[src/rtl/seven_seg_pkg.sv]
// rtl/seven_seg_pkg.sv - shared types, segment table and width helper for the 7-segment scan driver
package seven_seg_pkg;

   typedef logic [6:0] seg_t;

   localparam seg_t SEG_BLANK = 7'h7F;

   // Active-low {g,f,e,d,c,b,a} patterns for a common-anode digit, indexed by nibble value
   localparam seg_t SEG_TABLE [16] = '{
      7'h40, 7'h79, 7'h24, 7'h30, 7'h19, 7'h12, 7'h02, 7'h78,
      7'h00, 7'h10, 7'h08, 7'h03, 7'h46, 7'h21, 7'h06, 7'h0E
   };

   // Bits needed to hold 0..n-1, never less than one bit
   function automatic int width_of(input int n);
      return (n <= 2) ? 1 : $clog2(n);
   endfunction

endpackage

[src/rtl/hex_to_seg_ca.sv]
// rtl/hex_to_seg_ca.sv - combinational hex nibble to active-low common-anode segment decoder
module hex_to_seg_ca
   import seven_seg_pkg::*;
(
   input  logic [3:0] nibble,
   output seg_t       seg_n
);

   assign seg_n = SEG_TABLE[nibble];

endmodule

[src/rtl/seven_seg_scan_driver.sv]
// rtl/seven_seg_scan_driver.sv - tearing-free multiplexed N-digit 7-segment driver; optional LEADING_ZERO_BLANK_EN
module seven_seg_scan_driver
   import seven_seg_pkg::*;
#(
   parameter int NUM_DIGITS   = 4,
   parameter int REFRESH_DIV  = 50000,
   parameter int BLANK_CYCLES = 16
) (
   input  logic                    clk,
   input  logic                    rst_n,
   input  logic                    load,
   input  logic [4*NUM_DIGITS-1:0] data_in,
   input  logic [NUM_DIGITS-1:0]   dp_in,
   input  logic [NUM_DIGITS-1:0]   blank_in,
   output logic                    pending,
   output logic                    frame_start,
   output logic [6:0]              seg_n,
   output logic                    dp_n,
   output logic [NUM_DIGITS-1:0]   an_n
);

   localparam int CNT_W = width_of(REFRESH_DIV);
   localparam int IDX_W = width_of(NUM_DIGITS);
   localparam logic [CNT_W-1:0] CNT_LAST    = CNT_W'(REFRESH_DIV - 1);
   localparam logic [CNT_W-1:0] BLANK_START = CNT_W'(BLANK_CYCLES);
   localparam logic [IDX_W-1:0] IDX_LAST    = IDX_W'(NUM_DIGITS - 1);

   logic [CNT_W-1:0]        cnt;
   logic [IDX_W-1:0]        idx;
   logic                    tick;
   logic                    commit;

   logic [4*NUM_DIGITS-1:0] sh_data;
   logic [NUM_DIGITS-1:0]   sh_dp;
   logic [NUM_DIGITS-1:0]   sh_blank;
   logic [4*NUM_DIGITS-1:0] disp_data;
   logic [NUM_DIGITS-1:0]   disp_dp;
   logic [NUM_DIGITS-1:0]   disp_blank;

   logic [4*NUM_DIGITS-1:0] src_data;
   logic [NUM_DIGITS-1:0]   src_dp;
   logic [NUM_DIGITS-1:0]   src_blank;
   logic [NUM_DIGITS-1:0]   src_eff_blank;

   logic [3:0]              cur_nib;
   logic                    cur_dp;
   logic                    cur_blank;
   seg_t                    cur_seg;
   logic [NUM_DIGITS-1:0]   an_next;

   assign tick   = (cnt == CNT_LAST);
   assign commit = tick && (idx == IDX_LAST);

   // A load coinciding with the commit edge bypasses the shadow straight into the display
   always_comb begin
      src_data  = load ? data_in  : sh_data;
      src_dp    = load ? dp_in    : sh_dp;
      src_blank = load ? blank_in : sh_blank;
   end

`ifdef LEADING_ZERO_BLANK_EN
   logic [NUM_DIGITS-1:0] lz_mask;
   logic                  zero_above;

   always_comb begin
      lz_mask    = '0;
      zero_above = 1'b1;
      for (int i = NUM_DIGITS - 1; i >= 1; i--) begin
         if (src_data[4*i +: 4] != 4'h0) begin
            zero_above = 1'b0;
         end
         lz_mask[i] = zero_above;
      end
   end

   assign src_eff_blank = src_blank | lz_mask;
`else
   assign src_eff_blank = src_blank;
`endif

   always_comb begin
      cur_nib   = 4'h0;
      cur_dp    = 1'b0;
      cur_blank = 1'b0;
      for (int i = 0; i < NUM_DIGITS; i++) begin
         if (idx == IDX_W'(i)) begin
            cur_nib   = disp_data[4*i +: 4];
            cur_dp    = disp_dp[i];
            cur_blank = disp_blank[i];
         end
      end
   end

   hex_to_seg_ca u_dec (
      .nibble (cur_nib),
      .seg_n  (cur_seg)
   );

   // Anodes stay dark for the first BLANK_CYCLES of every slot to hide ghosting
   always_comb begin
      an_next = '1;
      for (int i = 0; i < NUM_DIGITS; i++) begin
         if ((idx == IDX_W'(i)) && (cnt >= BLANK_START) && !disp_blank[i]) begin
            an_next[i] = 1'b0;
         end
      end
   end

   always_ff @(posedge clk) begin
      if (!rst_n) begin
         cnt         <= '0;
         idx         <= '0;
         sh_data     <= '0;
         sh_dp       <= '0;
         sh_blank    <= '0;
         disp_data   <= '0;
         disp_dp     <= '0;
         disp_blank  <= '0;
         pending     <= 1'b0;
         frame_start <= 1'b0;
         seg_n       <= SEG_BLANK;
         dp_n        <= 1'b1;
         an_n        <= '1;
      end else begin
         cnt <= tick ? '0 : cnt + 1'b1;
         if (tick) begin
            idx <= (idx == IDX_LAST) ? '0 : idx + 1'b1;
         end

         frame_start <= commit;

         if (commit) begin
            if (load || pending) begin
               disp_data  <= src_data;
               disp_dp    <= src_dp;
               disp_blank <= src_eff_blank;
            end
            pending <= 1'b0;
         end else if (load) begin
            sh_data  <= data_in;
            sh_dp    <= dp_in;
            sh_blank <= blank_in;
            pending  <= 1'b1;
         end

         seg_n <= cur_blank ? SEG_BLANK : cur_seg;
         dp_n  <= cur_blank | ~cur_dp;
         an_n  <= an_next;
      end
   end

endmodule

[config.mk]
export PLATFORM = sky130hd
export DESIGN_NAME = seven_seg_scan_driver
export DESIGN_NICKNAME = d
export VERILOG_FILES = /design/src/rtl/seven_seg_pkg.sv /design/src/rtl/hex_to_seg_ca.sv /design/src/rtl/seven_seg_scan_driver.sv
export SDC_FILE = /design/constraint.sdc
export NUM_CORES = 1
export LEC_CHECK = 0
export CAP_MARGIN = 20
export CORE_ASPECT_RATIO = 0.5
export CORE_MARGIN = 2
export CORE_UTILIZATION = 42
export CTS_CLUSTER_SIZE = 28
export DETAILED_ROUTE_END_ITERATION = 12
export DONT_BUFFER_PORTS = 1
export HOLD_SLACK_MARGIN = 0.15
export PLACE_DENSITY = 0.69
export SKIP_LAST_GASP = 1
export SLEW_MARGIN = 5
export SYNTH_ARGS = -nofsm -noshare
export SYNTH_HDL_FRONTEND = slang
export SYNTH_SLANG_ARGS = --single-unit
[constraint.sdc]
create_clock -name clk -period 2.2 [get_ports clk]
set_input_delay 0.33 -clock clk [delete_from_list [all_inputs] [get_ports clk]]
set_output_delay 0.33 -clock clk [all_outputs]
set_load 0.05 [all_outputs]
==> results.ini <==
[synthesis]
syn_area_per_cell_sq_um = 8.903
synthXorXnorAreaFrac_pct = 3.074
synthCells = 416
synth_top_family_by_area = simple AND/OR/NAND/NOR gates
ys_warn_count = 0
ys_seq_area_share_pct = 43.24
synth_fa_ha_area_share_pct = 4.054
muxShareOfSynthArea_pct = 7.027
synth_compound_area_share_pct = 16.79
synthesis.area_sq_mm = 0.003704
ys_types = 43
synth.net_count = 455
ys_seq_elements = 80
synth-simple-area-share_pct = 20.44

[timing]
worstMarginPinSlew_ns = 0.6989
min_period_ns = 2.116
setup_viol = 0
hold_viol_final = 0
fin_skew_ns = 0.005846
fin_crit_sh_pct = 96.19
slew-limit-headroom_pct = 53.26
finalMaxSlewViolations = 0
fmax_mhz = 472.5

[min_path]
min_path_cells = 1
holdCritPathClass = in -> reg

[finish]
final_net_count = 501
layout_common_cells = 76 x dfxtp_1, 67 x nand2_1, 41 x dlygate4sd3_1
final_common_cell = dfxtp_1
final_area_sq_mm = 0.004671
drive_gt1_share_pct = 10.52
n_antenna_cell = 0
utilization_pct = 54.01
syn_to_final_growth_pct = 26.11

[drt]
drt_wl_total_microns = 8992
vias = 3098
wl_per_cell_microns = 15.42
firstDrtPassIters = 5
drcViolationCount = 0
ant_nets = 0
viasPerCell = 5.314
drtIter0Drc = 303

[grt]
antenna_found_initial = 0
grt_overflow = 0
grt_pass1_vias = 2867
grt_pass1_wl_microns = 13990
grt_use_total_pct = 18.75
grt_max_degree = 49

[clock_tree]
clk_latency_ns = 0.34
path_clk_slew_ns = 0.05
htree_levels = 3
clock-root-buffer = clkbuf_16
cts_buffers = 9
cts_tree = built
cts_max_path_buffers = 2
clock-sinks = 80

[pwr]
power_density_mw_per_mm2 = 650.2
ir_drop_mv = 0.3706
power.leakage_nw = 2.072
p_total_mw = 3.037

[run]
cap_violations = 0

[worst_setup_path]
critPathLaunchType = register
endpoint_kind = register
r2r_cells = 9
criticalPathCategory = reg -> reg
critPathArrivalTime_ns = 2.32
r2r_setup_slack_ns = 0.08
cp.required_ns = 2.40
worst-path-max-fanout = 8

[floorplanning]
die_x_microns = 136.8
die_y_microns = 70.40
core.rowCount = 24
die_area_sq_mm = 0.009631
core_region_area_sq_mm = 0.008648
boundaryPins = 41
initial_core_util_pct = 42.82

[run_status]
status = complete, no violations

[place]
gp_congestion = 0.7597
io_buffers = 0
hpwl_microns = 4858
placed_area_sq_mm = 0.003845

[sequential cells by signal, indices dropped and copies added (netlist names)]
name         count
an_n             4
cnt             16
disp_blank       4
disp_data       16
disp_dp          4
dp_n             1
frame_start      1
idx              2
pending          1
seg_n            7
sh_blank         4
sh_data         16
sh_dp            4
[power breakdown]
| group | switching, mW | total [mW] | internal, mW | leakage, nW |
|---|---|---|---|---|
| Clock | 0.541 | 1.30 | 0.757 | 0.121 |
| Combinational | 0.0949 | 0.211 | 0.116 | 1.30 |
| Sequential | 0.0405 | 1.53 | 1.49 | 0.654 |
[cells in the mapped netlist]
cell | number | share of area [%]
nand3_1 | 30 | 4.1
o31a_1 | 1 | 0.24
o21ai_1 | 1 | 0.14
o211a_1 | 24 | 6.5
ha_1 | 12 | 4.1
nand2b_1 | 1 | 0.17
a22oi_1 | 1 | 0.20
or4_1 | 1 | 0.20
and2_1 | 3 | 0.51
clkbuf_1 | 17 | 1.7
and3_1 | 1 | 0.17
nor2b_1 | 5 | 0.84
nand3b_1 | 8 | 1.6
buf_6 | 2 | 0.61
o31ai_4 | 1 | 0.57
nand4_1 | 3 | 0.51
o221ai_1 | 2 | 0.47
nor3_1 | 5 | 0.68
buf_4 | 4 | 0.81
nor2_1 | 24 | 2.4
buf_2 | 6 | 0.81
nor4_4 | 1 | 0.57
a21oi_1 | 5 | 0.68
a21bo_2 | 1 | 0.27
xor2_1 | 6 | 1.4
a311oi_1 | 2 | 0.47
nor4_1 | 1 | 0.17
mux2i_1 | 26 | 7.0
buf_1 | 1 | 0.10
xnor2_1 | 7 | 1.7
or3_1 | 4 | 0.68
nor3b_1 | 4 | 0.81
a21boi_0 | 3 | 0.61
a211oi_1 | 3 | 0.61
a311o_1 | 1 | 0.27
o21ai_0 | 31 | 4.2
a211o_1 | 3 | 0.71
dfxtp_1 | 80 | 43
and4_1 | 1 | 0.24
o211ai_1 | 3 | 0.61
inv_1 | 13 | 1.3
nand2_1 | 67 | 6.8
o311a_1 | 1 | 0.27
[through the flow]
step / hold slack (ns) / setup slack, ns / TNS (ns) / instances
2_1_floorplan: 0.4230 / 0.01554 / 0 / 416
3_3_place_gp: 0.4384 / 0.07892 / 0 / 519
3_5_place_dp: 0.4600 / 0.01624 / 0 / 519
4_1_cts: 0.1523 / 0.01036 / 0 / 576
5_1_grt: 0.1575 / -0.002580 / -0.002580 / 583
6_report: 0.1636 / 0.08376 / 0 / 583
[area by class of cell]
| type | instances | area [sq um] |
|---|---|---|
| clock inverters | 1 | 5.005 |
| repair buffers | 65 | 670.6 |
| clock buffers | 14 | 244.0 |
| fillers | 761 | 3978 |
| flip-flops and latches | 80 | 1609 |
| well taps | 117 | 146.4 |
| multi-input cells | 293 | 1947 |
| inverters | 13 | 48.80 |
[kinds of logic after synthesis]
logic type | Yosys count
simple gates | 159
flops | 80
fa+ha+maj | 12
xor+xnor | 13
buf+inv | 43
mux | 26
compound gates | 83
[critical path, cell delays in order, from the launching register on]
cell      delay (ns)
dfxtp_2         0.35
inv_1           0.10
ha_4            0.20
a211oi_1        0.22
a211o_1         0.30
inv_1           0.12
ha_1            0.24
nand2_1         0.08
a21boi_0        0.24
o211ai_1        0.11
[per-layer routing]
metal / global-route usage, % / part of all wire, %
met5: 0 / 0
met3: 7.044 / 5.3
met2: 28.44 / 46
met4: 5.727 / 1.5
met1: 24.74 / 47
[timing repair]
action / CTS / global route
resized for setup: 1 / 15
hold buffers: 42 / 0
gates cloned: 0 / 3
setup buffers: 0 / 4
endpoints found under the setup margin: 1 / 22
pin swaps: 0 / 4
hold endpoints to repair: 51 / 0
[path summary, 6_finish.rpt]
| kind | from | endpoint |
|---|---|---|
| hold reg to reg | cnt[0] | cnt[0] |
| hold / removal | rst_n | frame_start |
| setup / recovery | idx[0] | seg_n[6] |
| setup reg to reg | idx[0] | seg_n[6] |
Note: power is estimated with default switching activity, not from simulation.
